--- src/rtl/nwc_pkg.sv ---
// Shared sizing, derived widths and FSM state encoding for the negacyclic NTT engine.
package nwc_pkg;
    localparam int D_WIDTH     = 32;
    localparam int DEGREE      = 128;
    localparam int BN          = 16;
    localparam int MA          = DEGREE / BN;
    localparam int K           = DEGREE / BN;
    localparam int LOG_N       = $clog2(DEGREE);
    localparam int START_DELAY = 32;

    localparam int BN_W  = $clog2(BN);
    localparam int CW    = $clog2(BN - 2);
    localparam int SW    = $clog2(LOG_N);
    localparam int BF_W  = LOG_N - 1;
    localparam int DLY_W = $clog2(START_DELAY);

    typedef enum logic [2:0] {
        IDLE,
        RD,
        EX,
        WR,
        DONE
    } state_e;
endpackage

--- src/rtl/nwc_butterfly.sv ---
// Combinational CT butterfly: x = u + a_hi*w, y = u - a_hi*w, all mod q.
// Operands must already be reduced below q; the product is reduced exactly at full width.
module nwc_butterfly
    import nwc_pkg::*;
(
    input  logic [D_WIDTH-1:0] u,
    input  logic [D_WIDTH-1:0] a_hi,
    input  logic [D_WIDTH-1:0] w,
    input  logic [D_WIDTH-1:0] q,
    output logic [D_WIDTH-1:0] x,
    output logic [D_WIDTH-1:0] y
);
    logic [2*D_WIDTH-1:0] prod;
    logic [D_WIDTH-1:0]   v;
    logic [D_WIDTH-1:0]   sum;

    assign prod = {{D_WIDTH{1'b0}}, a_hi} * {{D_WIDTH{1'b0}}, w};
    assign v    = D_WIDTH'(prod % {{D_WIDTH{1'b0}}, q});

    // q < 2^(D_WIDTH-1) keeps u+v and u+q-v inside D_WIDTH bits.
    assign sum = u + v;
    assign x   = (sum >= q) ? sum - q : sum;
    assign y   = (u >= v) ? u - v : u + (q - v);
endmodule

--- src/rtl/nwc_ntt_top.sv ---
// In-place negacyclic NTT: one radix-2 butterfly every 3 cycles (RD/EX/WR), done is sticky.
// Optional NWC_TOP_START_PORT_EN adds a start input replacing the START_DELAY auto-start.
module nwc_ntt_top
    import nwc_pkg::*;
(
    input  logic               clk,
    input  logic               rst,
`ifdef NWC_TOP_START_PORT_EN
    input  logic               start,
`endif
    input  logic [D_WIDTH-1:0] modulus,
    output logic               done
);
    state_e              state_q;
    logic [SW-1:0]       stage_q;
    logic [BF_W-1:0]     bf_q;
`ifndef NWC_TOP_START_PORT_EN
    logic [DLY_W-1:0]    dly_q;
`endif
    logic                done_q;
    logic [D_WIDTH-1:0]  u_q, ahi_q, w_q, x_q, y_q;
    logic [D_WIDTH-1:0]  bf_x, bf_y;

    logic [SW-1:0]       sh;
    logic [LOG_N-1:0]    len, bf_ext, grp, j_lo, j_hi, t_idx;
    logic [BN_W-1:0]     tf_lo;
    logic [LOG_N-BN_W-1:0] tf_hi;
    logic [D_WIDTH-1:0]  w_sel, rd_lo, rd_hi;
    logic                wr_en, last_bf;

    // Butterfly k of a stage: group = k / len, offset = k % len, so groups run outer and j inner.
    assign sh     = SW'(LOG_N - 1) - stage_q;
    assign len    = LOG_N'(1) << sh;
    assign bf_ext = {1'b0, bf_q};
    assign grp    = bf_ext >> sh;
    assign j_lo   = ((grp << sh) << 1) | (bf_ext & (len - LOG_N'(1)));
    assign j_hi   = j_lo | len;
    assign t_idx  = (LOG_N'(1) << stage_q) | grp;
    assign tf_lo  = t_idx[BN_W-1:0];
    assign tf_hi  = t_idx[LOG_N-1:BN_W];
    assign last_bf = (stage_q == SW'(LOG_N - 1)) && (&bf_q);
    assign wr_en  = (state_q == WR) && !rst;

    if (1) begin : memory_rtl
        logic [D_WIDTH-1:0] memory_array [BN][MA];

        always_ff @(posedge clk) begin
            if (wr_en) begin
                memory_array[j_lo[BN_W-1:0]][j_lo[LOG_N-1:BN_W]] <= x_q;
                memory_array[j_hi[BN_W-1:0]][j_hi[LOG_N-1:BN_W]] <= y_q;
            end
        end
    end

    if (1) begin : TF_gen
        logic [D_WIDTH-1:0] TF_base_array  [K][BN-1];
        logic [D_WIDTH-1:0] TF_const_array [BN-2];

        // Contents arrive by external preload; the self-hold keeps them as plain clocked storage.
        always_ff @(posedge clk) begin
            TF_base_array  <= TF_base_array;
            TF_const_array <= TF_const_array;
        end
    end

    assign rd_lo = memory_rtl.memory_array[j_lo[BN_W-1:0]][j_lo[LOG_N-1:BN_W]];
    assign rd_hi = memory_rtl.memory_array[j_hi[BN_W-1:0]][j_hi[LOG_N-1:BN_W]];
    assign w_sel = (tf_lo != '0) ? TF_gen.TF_base_array[tf_hi][tf_lo - BN_W'(1)]
                                 : TF_gen.TF_const_array[CW'(tf_hi) - CW'(1)];

    nwc_butterfly u_butterfly (
        .u    (u_q),
        .a_hi (ahi_q),
        .w    (w_q),
        .q    (modulus),
        .x    (bf_x),
        .y    (bf_y)
    );

    always_ff @(posedge clk) begin
        if (rst) begin
            state_q <= IDLE;
            stage_q <= '0;
            bf_q    <= '0;
`ifndef NWC_TOP_START_PORT_EN
            dly_q   <= '0;
`endif
            done_q  <= 1'b0;
            u_q     <= '0;
            ahi_q   <= '0;
            w_q     <= '0;
            x_q     <= '0;
            y_q     <= '0;
        end else begin
            case (state_q)
                IDLE: begin
`ifdef NWC_TOP_START_PORT_EN
                    if (start) state_q <= RD;
`else
                    if (dly_q == DLY_W'(START_DELAY - 1)) state_q <= RD;
                    else dly_q <= dly_q + DLY_W'(1);
`endif
                end
                RD: begin
                    u_q     <= rd_lo;
                    ahi_q   <= rd_hi;
                    w_q     <= w_sel;
                    state_q <= EX;
                end
                EX: begin
                    x_q     <= bf_x;
                    y_q     <= bf_y;
                    state_q <= WR;
                end
                WR: begin
                    if (last_bf) begin
                        stage_q <= '0;
                        bf_q    <= '0;
                        state_q <= DONE;
                    end else begin
                        bf_q    <= bf_q + BF_W'(1);
                        if (&bf_q) stage_q <= stage_q + SW'(1);
                        state_q <= RD;
                    end
                end
                DONE: begin
                    done_q <= 1'b1;
`ifdef NWC_TOP_START_PORT_EN
                    if (start) begin
                        done_q  <= 1'b0;
                        state_q <= RD;
                    end
`endif
                end
                default: state_q <= IDLE;
            endcase
        end
    end

    assign done = done_q;
endmodule

--- config.mk ---
export PLATFORM = sky130hd
export DESIGN_NAME = nwc_ntt_top
export DESIGN_NICKNAME = d
export VERILOG_FILES = /design/src/rtl/nwc_pkg.sv /design/src/rtl/nwc_butterfly.sv /design/src/rtl/nwc_ntt_top.sv
export SDC_FILE = /design/constraint.sdc
export NUM_CORES = 1
export LEC_CHECK = 0
export ABC_AREA = 1
export CAP_MARGIN = 15
export CORE_AREA = 2 2 47 49
export DETAILED_ROUTE_END_ITERATION = 8
export DIE_AREA = 0 0 49 51
export HOLD_SLACK_MARGIN = 0.15
export PLACE_DENSITY = 0.81
export SETUP_SLACK_MARGIN = 0.02
export SLEW_MARGIN = 5
export SYNTH_ARGS = -nofsm -noshare
export SYNTH_HDL_FRONTEND = slang
export SYNTH_HIERARCHICAL = 1
export SYNTH_SLANG_ARGS = --single-unit
--- constraint.sdc ---
create_clock -name clk -period 2.1 [get_ports clk]
set_clock_uncertainty 0.1 [all_clocks]
set_input_delay 0.315 -clock clk [delete_from_list [all_inputs] [get_ports clk]]
set_output_delay 0.315 -clock clk [all_outputs]
set_load 0.01 [all_outputs]
* Yosys cells after proc, flatten, opt, wreduce, memory -nomap -nowiden
Index checks and enable logic that the tools add are counted.
** Storage, ports and cells
- Input bits :: 34
- Output and inout bits :: 1
- Logic and storage cells :: 30
- Register bits :: 18
** Cells by class
- Reductions and logical operators :: 7
- Mux-type cells :: 6
- Bitwise logic cells :: 2
- Add/sub/neg operators :: 3
- Equality and inequality tests :: 7
** Operators by type and width (count)
- $pmux W3 S5 :: 1
- $mux W3 :: 4
- $add A6 B1 Y6 const B :: 1
- $eq A3 B2 Y1 const B :: 2
- $eq A3 B3 Y1 const B :: 2
- $mux W6 :: 1
- $reduce_and A2 Y1 :: 3
- $reduce_and A6 Y1 :: 1
- $add A5 B1 Y5 const B :: 1
- $eq A5 B5 Y1 const B :: 1
- $add A3 B1 Y3 const B :: 1
- $eq A3 B1 Y1 const B :: 1
- $logic_not A3 Y1 :: 1
- $ne A2 B2 Y1 const B :: 1
- $not A1 Y1 :: 2
- $reduce_bool A2 Y1 :: 1
- $logic_and A1 B1 Y1 :: 1

* Depth between registers and ports, before layout
Gate-level depths: netlist of run 1.
- Word-level depth :: 4
- Mapped depth :: 10
- Gate-level depth less buffers :: 10

* Worst setup path after synthesis of run 1
OpenSTA, ideal clock, no wires.
- Path kind :: reg-to-reg
- Start point :: register dly_q[0]
- End point :: register dly_q[2]
- Library setup time :: 0.128 ns
- Clock period less this slack :: 1.461 ns
- Slack :: 0.639 ns
- Data required time :: 1.872 ns
- Stages on the path, launching flop included :: 11
- Arrival :: 1.233 ns
- Path buffers :: 0
- Path through :: dfxtp_1 -> ha_1 -> inv_1 -> nor3_1 -> ha_1 -> inv_1 -> nand3_2 -> inv_2 -> nand3_1 -> nand2_1 -> nor2_1
** Between the ends
- Word-level cells in the longest chain between the ends :: 3
- Elaborated cells on any way between the ends :: 4
- Classes of those cells :: 1 x add/sub; 1 x eq/ne; 1 x bitwise; 1 x reduce/logical
** Ends and longest elaborated chain
- start, declared :: RTL line nwc_ntt_top.sv:18 : logic [DLY_W-1:0] dly_q;
- start signal, assigned :: RTL line nwc_ntt_top.sv:101 : else dly_q <= dly_q + DLY_W'(1);
- parallel branches: the longest is 3 deep, another holds $add A5 B1 Y5
Parallel ways; which one is timed is not known.
A chain may end at the register's enable or synchronous reset.

* Worst setup path in the final report of run 1
- Start point :: register dly_q[0]
- End point :: register dly_q[0]
The elaborated chain is that of the path after synthesis.

==> results.sh, run 1 <==
export IMPL_reg2regPathDepth=8
export IMPL_power_total_mw=0.5879
export IMPL_clkSinkCount=18
export IMPL_drcViolationCount=0
export IMPL_arrival_ns=1.71
export IMPL_stdcell_count=150
export IMPL_post_drt_wl_per_cell_um=9.780
export IMPL_syn_area_sq_um=869.6
export IMPL_async_flop_share_pct=0
export IMPL_r2r_slack_ns=0.47
export IMPL_hold_depth=2
export IMPL_worstMarginPinSlew_ns=0.3045
export IMPL_grt_pass1_wl_um=2490
export IMPL_critPathBufInv=2
export IMPL_reg2reg_from="dly_q[0]"
export IMPL_drt_pass1_iter_count=4
export IMPL_peakVddDrop_v=0.0004263
export IMPL_syn_inst=117
export IMPL_max_slew_margin_pct=79.65
export IMPL_synth_warnings=6
export IMPL_final_cell_area_sq_um=953.4
export IMPL_cp_top_family="flip-flops"
export IMPL_cts_root_buffer="clkbuf_4"
export IMPL_std_cell_rows=17
export IMPL_timing_fmax_mhz=612.9
export IMPL_power_density_nw_per_um2=616.6
export IMPL_rsz0062_at_grt="false"
export IMPL_postSynthAreaPerCell_sq_um=7.432
export IMPL_hold_buffers=0
export IMPL_ys_seq_area_share_pct=41.44
export IMPL_finalWorstSetupSlack_ns=0.4684
export IMPL_path_cells="ha_1 -> inv_1 -> nor3_1 -> ha_1 -> inv_1 -> nand3_2 -> xor2_1 -> nor2_1"
export IMPL_vias=726
export IMPL_cts_resized=0
export IMPL_setup_violations=0
export IMPL_status="finished, final reports clean"
export IMPL_final_nets=162
export IMPL_grt_pass1_vias=673
export IMPL_yosysUniqueCellTypes=19
export IMPL_ys_flop_type="dfxtp_1"
export IMPL_grt_remaining_overflow=0
export IMPL_h_tree_depth=1
export IMPL_io_pins=35
export IMPL_p_leak_nw=0.3916
export IMPL_cp_end_kind="flop"
export IMPL_cap_violations=0
export IMPL_grt_use_total_pct=12.65
export IMPL_place_area_sq_um=917.1
export IMPL_finalCritPeriodShare_pct=77.70
export IMPL_fill_cells=215
export IMPL_die_height_um=51
export IMPL_gp_congestion=0.7705
export IMPL_initial_core_util_pct=42.15
export IMPL_slowest_delay_ns=0.41
export IMPL_antenna_found_initial=0
export IMPL_wl_um=1467
export IMPL_final_antenna_net_count=0
export IMPL_io_buffers=2
export IMPL_path_class="flop to flop"
export IMPL_holdPathEnd="done"
export IMPL_utilization_pct=46.21
export IMPL_hold_viol=0
export IMPL_drive_above_1_share_pct=10.66
export IMPL_timing_hold_ws_ns=0.3559
export IMPL_grt_max_degree=14
export IMPL_place_inst=146
export IMPL_r2r_end="dly_q[0]"
export IMPL_hpwlAfterDp_um=1147
export IMPL_crit_fanout=6
export IMPL_clk_path_buf_depth=2
export IMPL_drt_iter0_markers=13
export IMPL_die_width_um=49
export IMPL_cts_buffers_inserted=3
export IMPL_synth_seq_cells=18
export IMPL_cpMaxStageDelayCell="dfxtp_1"
export IMPL_clock_latency_ns=0.28
export IMPL_coreArea_sq_um=2063
export IMPL_cp_required_ns=2.18
export IMPL_pre_cts_ws_ns=0.4819
export IMPL_hold_path_class="flop to flop"
export IMPL_die_area_sq_um=2499
export IMPL_synth_fp_nets=156
export IMPL_clkTransAtPathRegs_ns=0.10
export IMPL_post_cts_buffers=0
export IMPL_crit_path_start_kind="flop"
export IMPL_areaGrowthSynthToFinish_pct=9.640
export IMPL_hp_start="done"
export IMPL_num_antenna_cells=0
export IMPL_drv_slew=0
export IMPL_vias_per_cell=4.840
export IMPL_finalCriticalPeriod_ns=1.632
export IMPL_cts_tree="yes"
export IMPL_tns_ns=0
export IMPL_synth_edf_count=0
per-layer routing:
| metal | part of all wire [%] | wire length, um | up-vias | global-route usage [%] |
|---|---|---|---|---|
| li1 | - | - | 381 | - |
| met1 | 45 | 666 | 332 | 14.03 |
| met2 | 51 | 747 | 11 | 23.06 |
| met3 | 2.6 | 38 | 2 | 1.754 |
| met4 | 0.95 | 14 | 0 | 7.619 |
| met5 | 0 | 0 | - | 0 |
registers in the layout, indices dropped and copies added (netlist names):
name     cells
stage_q      3
bf_q         6
state_q      3
done         1
dly_q        5
layout by cell type (no fill, tap or decap), types with 3 or more instances in the layout:
master / instances
dfxtp_1: 18
a21oi_1: 12
clkbuf_4: 3
inv_1: 14
nand4_1: 5
nor2_1: 12
ha_1: 5
nand3_1: 5
xor2_1: 3
nand2_1: 29
final cells by class:
cell class / instances / area [sq um] / area share, %
Multi-Input combinational cell: 81 / 434.2 / 45.54
Inverter: 16 / 60.06 / 6.299
Tap cell: 28 / 35.03 / 3.675
Timing Repair Buffer: 3 / 27.53 / 2.887
Clock buffer: 4 / 36.28 / 3.806
Sequential cell: 18 / 360.3 / 37.80
synthesized netlist by cell type, types with 3 or more instances:
| library cell | number | area (sq um) |
|---|---|---|
| dfxtp_1 | 18 | 360.4 |
| xor2_1 | 3 | 26.28 |
| nand4_1 | 5 | 31.28 |
| ha_1 | 5 | 62.56 |
| a21oi_1 | 12 | 60.06 |
| inv_1 | 14 | 52.55 |
| nor2_1 | 12 | 45.04 |
| nand3_1 | 5 | 25.02 |
| nand2_1 | 29 | 108.9 |
tightest hold or removal path: cells and delay by family, from the launching register on:
| kind | cells | cell delay, ns |
|---|---|---|
| compound gates | 1 | 0.05 |
| buf+inv | 1 | 0.04 |
| flops | 1 | 0.32 |
how the worst max path moves through the flow:
stage	startpoint	end	slack, ns	cells after the start
after global routing	dly_q[0]	dly_q[0]	0.34	8
after floorplan	dly_q[0]	dly_q[2]	0.64	10
final	dly_q[0]	dly_q[0]	0.47	8
after global placement	dly_q[0]	dly_q[2]	0.55	10
after CTS	dly_q[0]	dly_q[0]	0.46	8
after detailed placement	dly_q[0]	dly_q[0]	0.48	8
logic make-up after synthesis:
group,share of synthesized area [%]
fa+ha+maj,7.194
xor+xnor,3.022
compound gates,8.633
flops,41.44
simple gates,31.08
buf+inv,8.633
power by group:
group | internal, mW | switching [mW] | total, mW
Combinational | 0.0111 | 0.0159 | 0.0271
Clock | 0.105 | 0.101 | 0.207
Sequential | 0.347 | 0.00660 | 0.354
Total | 0.464 | 0.124 | 0.588
Note: power is estimated with default switching activity, not from simulation.
==> inputs of run 2 (changes only) <==
- CORE_AREA: 2 2 47 49 -> 2 2 51 53
- DIE_AREA: 0 0 49 51 -> 0 0 53 55
- PLACE_DENSITY: 0.81 -> 0.73
- clock period: 2.1 -> 1.3 ns (I/O delays scaled with it)
==> results.sh, run 2 (synthesis results as in run 1) <==
export IMPL_wl_um=1776
export IMPL_areaGrowthSynthToFinish_pct=35.83
export IMPL_final_cell_area_sq_um=1181
export IMPL_swShare_pct=21.94
export IMPL_std_cell_rows=18
export IMPL_initial_core_util_pct=36.77
export IMPL_top_regs="bf_q (6), dly_q (5)"
export IMPL_reg2regPathDepth=8
export IMPL_r2r_slack_ns=-0.13
export IMPL_final_antenna_net_count=0
export IMPL_path_class="flop to flop"
export IMPL_timing_hold_ws_ns=0.3522
export IMPL_hold_buffers=0
export IMPL_hp_start="bf_q[4]"
export IMPL_holdPathEnd="bf_q[4]"
export IMPL_clkSinkCount=18
export IMPL_crit_path_start_kind="flop"
export IMPL_drt_iter0_markers=24
export IMPL_violations="negative setup slack"
export IMPL_finalCriticalPeriod_ns=1.435
export IMPL_status="finished, violations left"
export IMPL_pwr_share_comb_pct=8.1
export IMPL_power_total_mw=0.9882
export IMPL_largest_register="bf_q"
export IMPL_die_area_sq_um=2915
export IMPL_crit_fanout=6
export IMPL_finalWorstSetupSlack_ns=-0.1350
export IMPL_hold_depth=2
export IMPL_die_width_um=53
export IMPL_hpwlAfterDp_um=1325
export IMPL_grt_pass1_vias=740
export IMPL_worstMarginPinSlew_ns=0.2213
export IMPL_r2r_end="dly_q[0]"
export IMPL_reg2reg_from="dly_q[1]"
export IMPL_cts_tree="yes"
export IMPL_h_tree_depth=1
export IMPL_io_buffers=2
export IMPL_place_area_sq_um=1040
export IMPL_cts_buffers_inserted=3
export IMPL_p_clk_share_pct=34.1
export IMPL_largest_register_ffs=6
export IMPL_grt_use_total_pct=13.51
export IMPL_arrival_ns=1.52
export IMPL_timing_fmax_mhz=696.9
export IMPL_clock_latency_ns=0.29
export IMPL_max_slew_margin_pct=85.23
export IMPL_power_switching_mw=0.2168
export IMPL_cp_end_kind="flop"
export IMPL_power_density_nw_per_um2=836.6
export IMPL_cp_required_ns=1.39
export IMPL_final_nets=176
export IMPL_vias=788
export IMPL_io_pins=35
export IMPL_pre_cts_ws_ns=-0.1157
export IMPL_drt_pass1_iter_count=4
export IMPL_drv_slew=0
export IMPL_setup_violations=6
export IMPL_final_common_cell="nand2_1"
export IMPL_hold_viol=0
export IMPL_grt_pass1_wl_um=2849
export IMPL_rsz0062_at_grt="true"
export IMPL_peakVddDrop_v=0.0008183
export IMPL_drive_above_1_share_pct=40.44
export IMPL_die_height_um=55
export IMPL_vias_per_cell=4.747
export IMPL_antenna_found_initial=0
export IMPL_drcViolationCount=0
export IMPL_tns_ns=-0.6351
export IMPL_cap_violations=0
export IMPL_num_antenna_cells=0
export IMPL_post_drt_wl_per_cell_um=10.70
export IMPL_internal_power_mw=0.7714
export IMPL_hold_path_class="flop to flop"
export IMPL_grt_remaining_overflow=0
export IMPL_final_cell_mix="nand2_1 (25), buf_4 (14), inv_1 (11), nor2_1 (11), dfxtp_1 (10)"
export IMPL_grt_max_degree=11
export IMPL_coreArea_sq_um=2365
export IMPL_clkTransAtPathRegs_ns=0.10
export IMPL_p_seq_share_pct=57.7
export IMPL_clk_path_buf_depth=2
export IMPL_finalCritPeriodShare_pct=110.4
export IMPL_p_leak_nw=0.4685
export IMPL_gp_congestion=0.8303
export IMPL_cts_root_buffer="clkbuf_4"
## run 2: changes by cell type in the layout (fill, tap and decap cells not counted), sizes merged
cell	previous run	this run
buf	1	15
clkdlybuf4s50	2	1
dlygate4sd2	0	1
## run 2: critical path, stage by stage, from the launching register on
cell and delay (ns):
dfxtp_2 0.36, ha_4 0.14, inv_2 0.03, nor3_2 0.11, ha_2 0.21, inv_2 0.05
nand3_4 0.10, xor2_1 0.15, nor2_1 0.07
## run 2: final cells by class
| type | instances | area (sq um) |
|---|---|---|
| multi-input cells | 81 | 539.3 |
| repair buffers | 17 | 135.1 |
| inverters | 16 | 60.06 |
| flip-flops and latches | 18 | 372.9 |
| clock buffers | 4 | 36.28 |
| well taps | 30 | 37.54 |
| fillers | 235 | 1184 |
## run 2: stage by stage
step           std cells  utilization, %
2_1_floorplan        117               -
3_3_place_gp         159           43.97
3_5_place_dp         159           43.97
4_1_cts              165           47.51
5_1_grt              166           49.95
6_report             166           49.95
## run 2: per-layer routing
metal | share of wire [%] | track usage [%] | routed length (um) | vias up
met2 | 55 | 25.62 | 981 | 5
met4 | 0.73 | 7.265 | 13 | 0
li1 | - | - | - | 415
met5 | 0 | 0 | 0 | -
met3 | 1.4 | 2.688 | 24 | 2
met1 | 43 | 14.05 | 757 | 366
## run 2: what timing repair did
item / in CTS / in global routing
pin swaps: 7 / 10
resized for setup: 9 / 18
setup buffers: 2 / 1
setup endpoints to repair: 12 / 15
## run 2: how the worst max path moves through the flow
stage                   from  endpoint  cells past startpoint  slack [ns]
floorplan           dly_q[0]  dly_q[2]                     10       -0.06
global placement    dly_q[0]  dly_q[2]                     10       -0.08
detailed placement  dly_q[1]  dly_q[0]                      8       -0.12
CTS                 dly_q[1]  dly_q[0]                      8       -0.13
global route        dly_q[1]  dly_q[2]                     10       -0.23
finish              dly_q[1]  dly_q[0]                      8       -0.13
## run 2: power groups by stage
| stage | Sequential (mW) | Combinational, mW | Clock, mW |
|---|---|---|---|
| floorplan | 0.586 | 0.0366 | 0 |
| global placement | 0.583 | 0.0695 | 0 |
| detailed placement | 0.583 | 0.0736 | 0 |
| CTS | 0.570 | 0.0741 | 0.348 |
| global route | 0.572 | 0.0873 | 0.368 |
| finish | 0.570 | 0.0805 | 0.337 |
==> inputs of run 3 (changes only) <==
- CORE_AREA: 2 2 51 53 -> 2 2 44 46
- DIE_AREA: 0 0 53 55 -> 0 0 46 48
- DONT_BUFFER_PORTS: default -> 1
- PLACE_DENSITY: 0.73 -> 0.68
==> results.sh, run 3 (synthesis results as in run 1) <==
export IMPL_drcViolationCount=0
export IMPL_timing_fmax_mhz=709.5
export IMPL_p_leak_nw=0.4680
export IMPL_clkSinkCount=18
export IMPL_drv_slew=0
export IMPL_power_switching_mw=0.2067
export IMPL_hp_start="rst"
export IMPL_pwr_share_comb_pct=7.4
export IMPL_final_common_cell="nand2_1"
export IMPL_p_clk_share_pct=34.1
export IMPL_grt_max_degree=13
export IMPL_p_seq_share_pct=58.5
export IMPL_setup_violations=5
export IMPL_clkTransAtPathRegs_ns=0.10
export IMPL_violations="negative hold slack, negative setup slack"
export IMPL_cp_end_kind="flop"
export IMPL_hold_path_class="input port to flop"
export IMPL_drive_above_1_share_pct=36.84
export IMPL_areaGrowthSynthToFinish_pct=30.65
export IMPL_std_cell_rows=15
export IMPL_internal_power_mw=0.7690
export IMPL_io_pins=35
export IMPL_clock_latency_ns=0.28
export IMPL_status="finished, violations left"
export IMPL_finalCritPeriodShare_pct=108.4
export IMPL_io_buffers=0
export IMPL_grt_use_total_pct=16.60
export IMPL_hpwlAfterDp_um=1193
export IMPL_gp_congestion=0.6940
export IMPL_clk_path_buf_depth=2
export IMPL_coreArea_sq_um=1689
export IMPL_crit_path_start_kind="flop"
export IMPL_die_area_sq_um=2208
export IMPL_grt_remaining_overflow=0
export IMPL_hold_viol=12
export IMPL_path_class="flop to flop"
export IMPL_initial_core_util_pct=51.48
export IMPL_cap_violations=0
export IMPL_crit_fanout=6
export IMPL_worstSetupStartpoint="dly_q[0]"
export IMPL_finalCriticalPeriod_ns=1.409
export IMPL_reg2reg_from="dly_q[0]"
export IMPL_final_antenna_net_count=0
export IMPL_grt_pass1_wl_um=2642
export IMPL_cts_root_buffer="clkbuf_4"
export IMPL_vias_per_cell=5.027
export IMPL_crit_top_cell="inv_4"
export IMPL_fill_cells=150
export IMPL_swShare_pct=21.18
export IMPL_wl_um=1533
export IMPL_post_drt_wl_per_cell_um=10.22
export IMPL_tns_ns=-0.5185
export IMPL_power_density_nw_per_um2=858.8
export IMPL_die_width_um=46
export IMPL_post_cts_buffers=0
export IMPL_grt_pass1_vias=697
export IMPL_hold_buffers=1
export IMPL_cpMaxStageDelayCell="dfxtp_4"
export IMPL_final_nets=173
export IMPL_largest_register_ffs=6
export IMPL_worstMarginPinSlew_ns=0.2370
export IMPL_finalWorstSetupSlack_ns=-0.1094
export IMPL_vias=754
export IMPL_h_tree_depth=1
export IMPL_path_cells="ha_4 -> inv_4 -> nor3_4 -> ha_2 -> inv_2 -> nand3_4 -> inv_4 -> nand3_2 -> nand2_1 -> nor2_1"
export IMPL_drt_pass1_iter_count=4
export IMPL_arrival_ns=1.50
export IMPL_cts_buffers_inserted=3
export IMPL_max_slew_margin_pct=84.17
export IMPL_die_height_um=48
export IMPL_cts_tree="yes"
export IMPL_slowest_delay_ns=0.37
export IMPL_drt_iter0_markers=12
export IMPL_top_regs="bf_q (6), dly_q (5)"
export IMPL_timing_hold_ws_ns=-0.1461
export IMPL_peakVddDrop_v=0.0005523
export IMPL_cp_required_ns=1.39
export IMPL_rsz0062_at_grt="true"
export IMPL_final_cell_mix="nand2_1 (27), nor2_1 (12), inv_1 (11), buf_4 (11), dfxtp_1 (10)"
export IMPL_antenna_found_initial=0
export IMPL_largest_register="bf_q"
export IMPL_num_antenna_cells=0
==> run 3: cell types whose count changed in the layout (fill, tap and decap cells not counted), sizes merged <==
cell	delta
buf	-2
clkdlybuf4s50	-1
dlygate4sd2	-1
dlygate4sd3	+1
==> run 3: area by class of cell <==
| cell class | count | area [sq um] | area share [%] |
|---|---|---|---|
| tap | 17 | 21.27 | 1.872 |
| inverter | 16 | 65.06 | 5.727 |
| sequential | 18 | 372.9 | 32.82 |
| multi-input combinational | 81 | 525.5 | 46.26 |
| timing repair buffer | 14 | 115.1 | 10.13 |
| clock buffer | 4 | 36.28 | 3.194 |
==> run 3: metrics by stage <==
step | std cells | cell area (sq um) | power (mW) | worst slack [ns] | utilization (%)
CTS | 150 | 1080 | 0.9787 | -0.1309 | 63.93
global route | 150 | 1136 | 1.026 | -0.2087 | 67.26
finish | 150 | 1136 | 0.9756 | -0.1094 | 67.26
detailed placement | 145 | 1011 | 0.6454 | -0.1111 | 59.85
global placement | 145 | 1011 | 0.6398 | -0.07382 | 59.85
floorplan | 117 | 907.1 | 0.6228 | -0.05603 | -
==> run 3: routing by layer <==
layer | share of wire [%] | up-vias | GRT usage (%)
li1 | - | 409 | -
met1 | 45 | 339 | 19.86
met2 | 52 | 4 | 28.89
met3 | 2.0 | 2 | 2.264
met4 | 0.85 | 0 | 8.571
met5 | 0 | - | 0
==> run 3: what timing repair did <==
| item | 4_1_cts | 5_1_grt |
|---|---|---|
| setup endpoints to repair | 11 | 16 |
| pin swaps | 2 | 6 |
| endpoints found under the hold margin | 18 | 12 |
| resized for setup | 6 | 18 |
==> run 3: critical path, delay by kind of cell, from the launching register on <==
family	cells	cell delay, ns
fa+ha+maj	2	0.33
buf+inv	3	0.23
flops	1	0.37
simple gates	5	0.29
==> run 3: power by group through the flow <==
stage                     Combinational (mW)  Sequential, mW  Clock (mW)
after floorplan                       0.0366           0.586           0
after global placement                0.0568           0.583           0
after detailed placement              0.0610           0.584           0
after CTS                             0.0642           0.572       0.343
after global routing                  0.0806           0.572       0.373
final                                 0.0724           0.571       0.332
==> run 3: final timing paths <==
kind                 to  slack [ns]  cells after the start
max            dly_q[2]       -0.11                     10
min            dly_q[1]       -0.15                      1
max reg2reg    dly_q[2]       -0.11                     10
min reg2reg  state_q[0]        0.35                      1
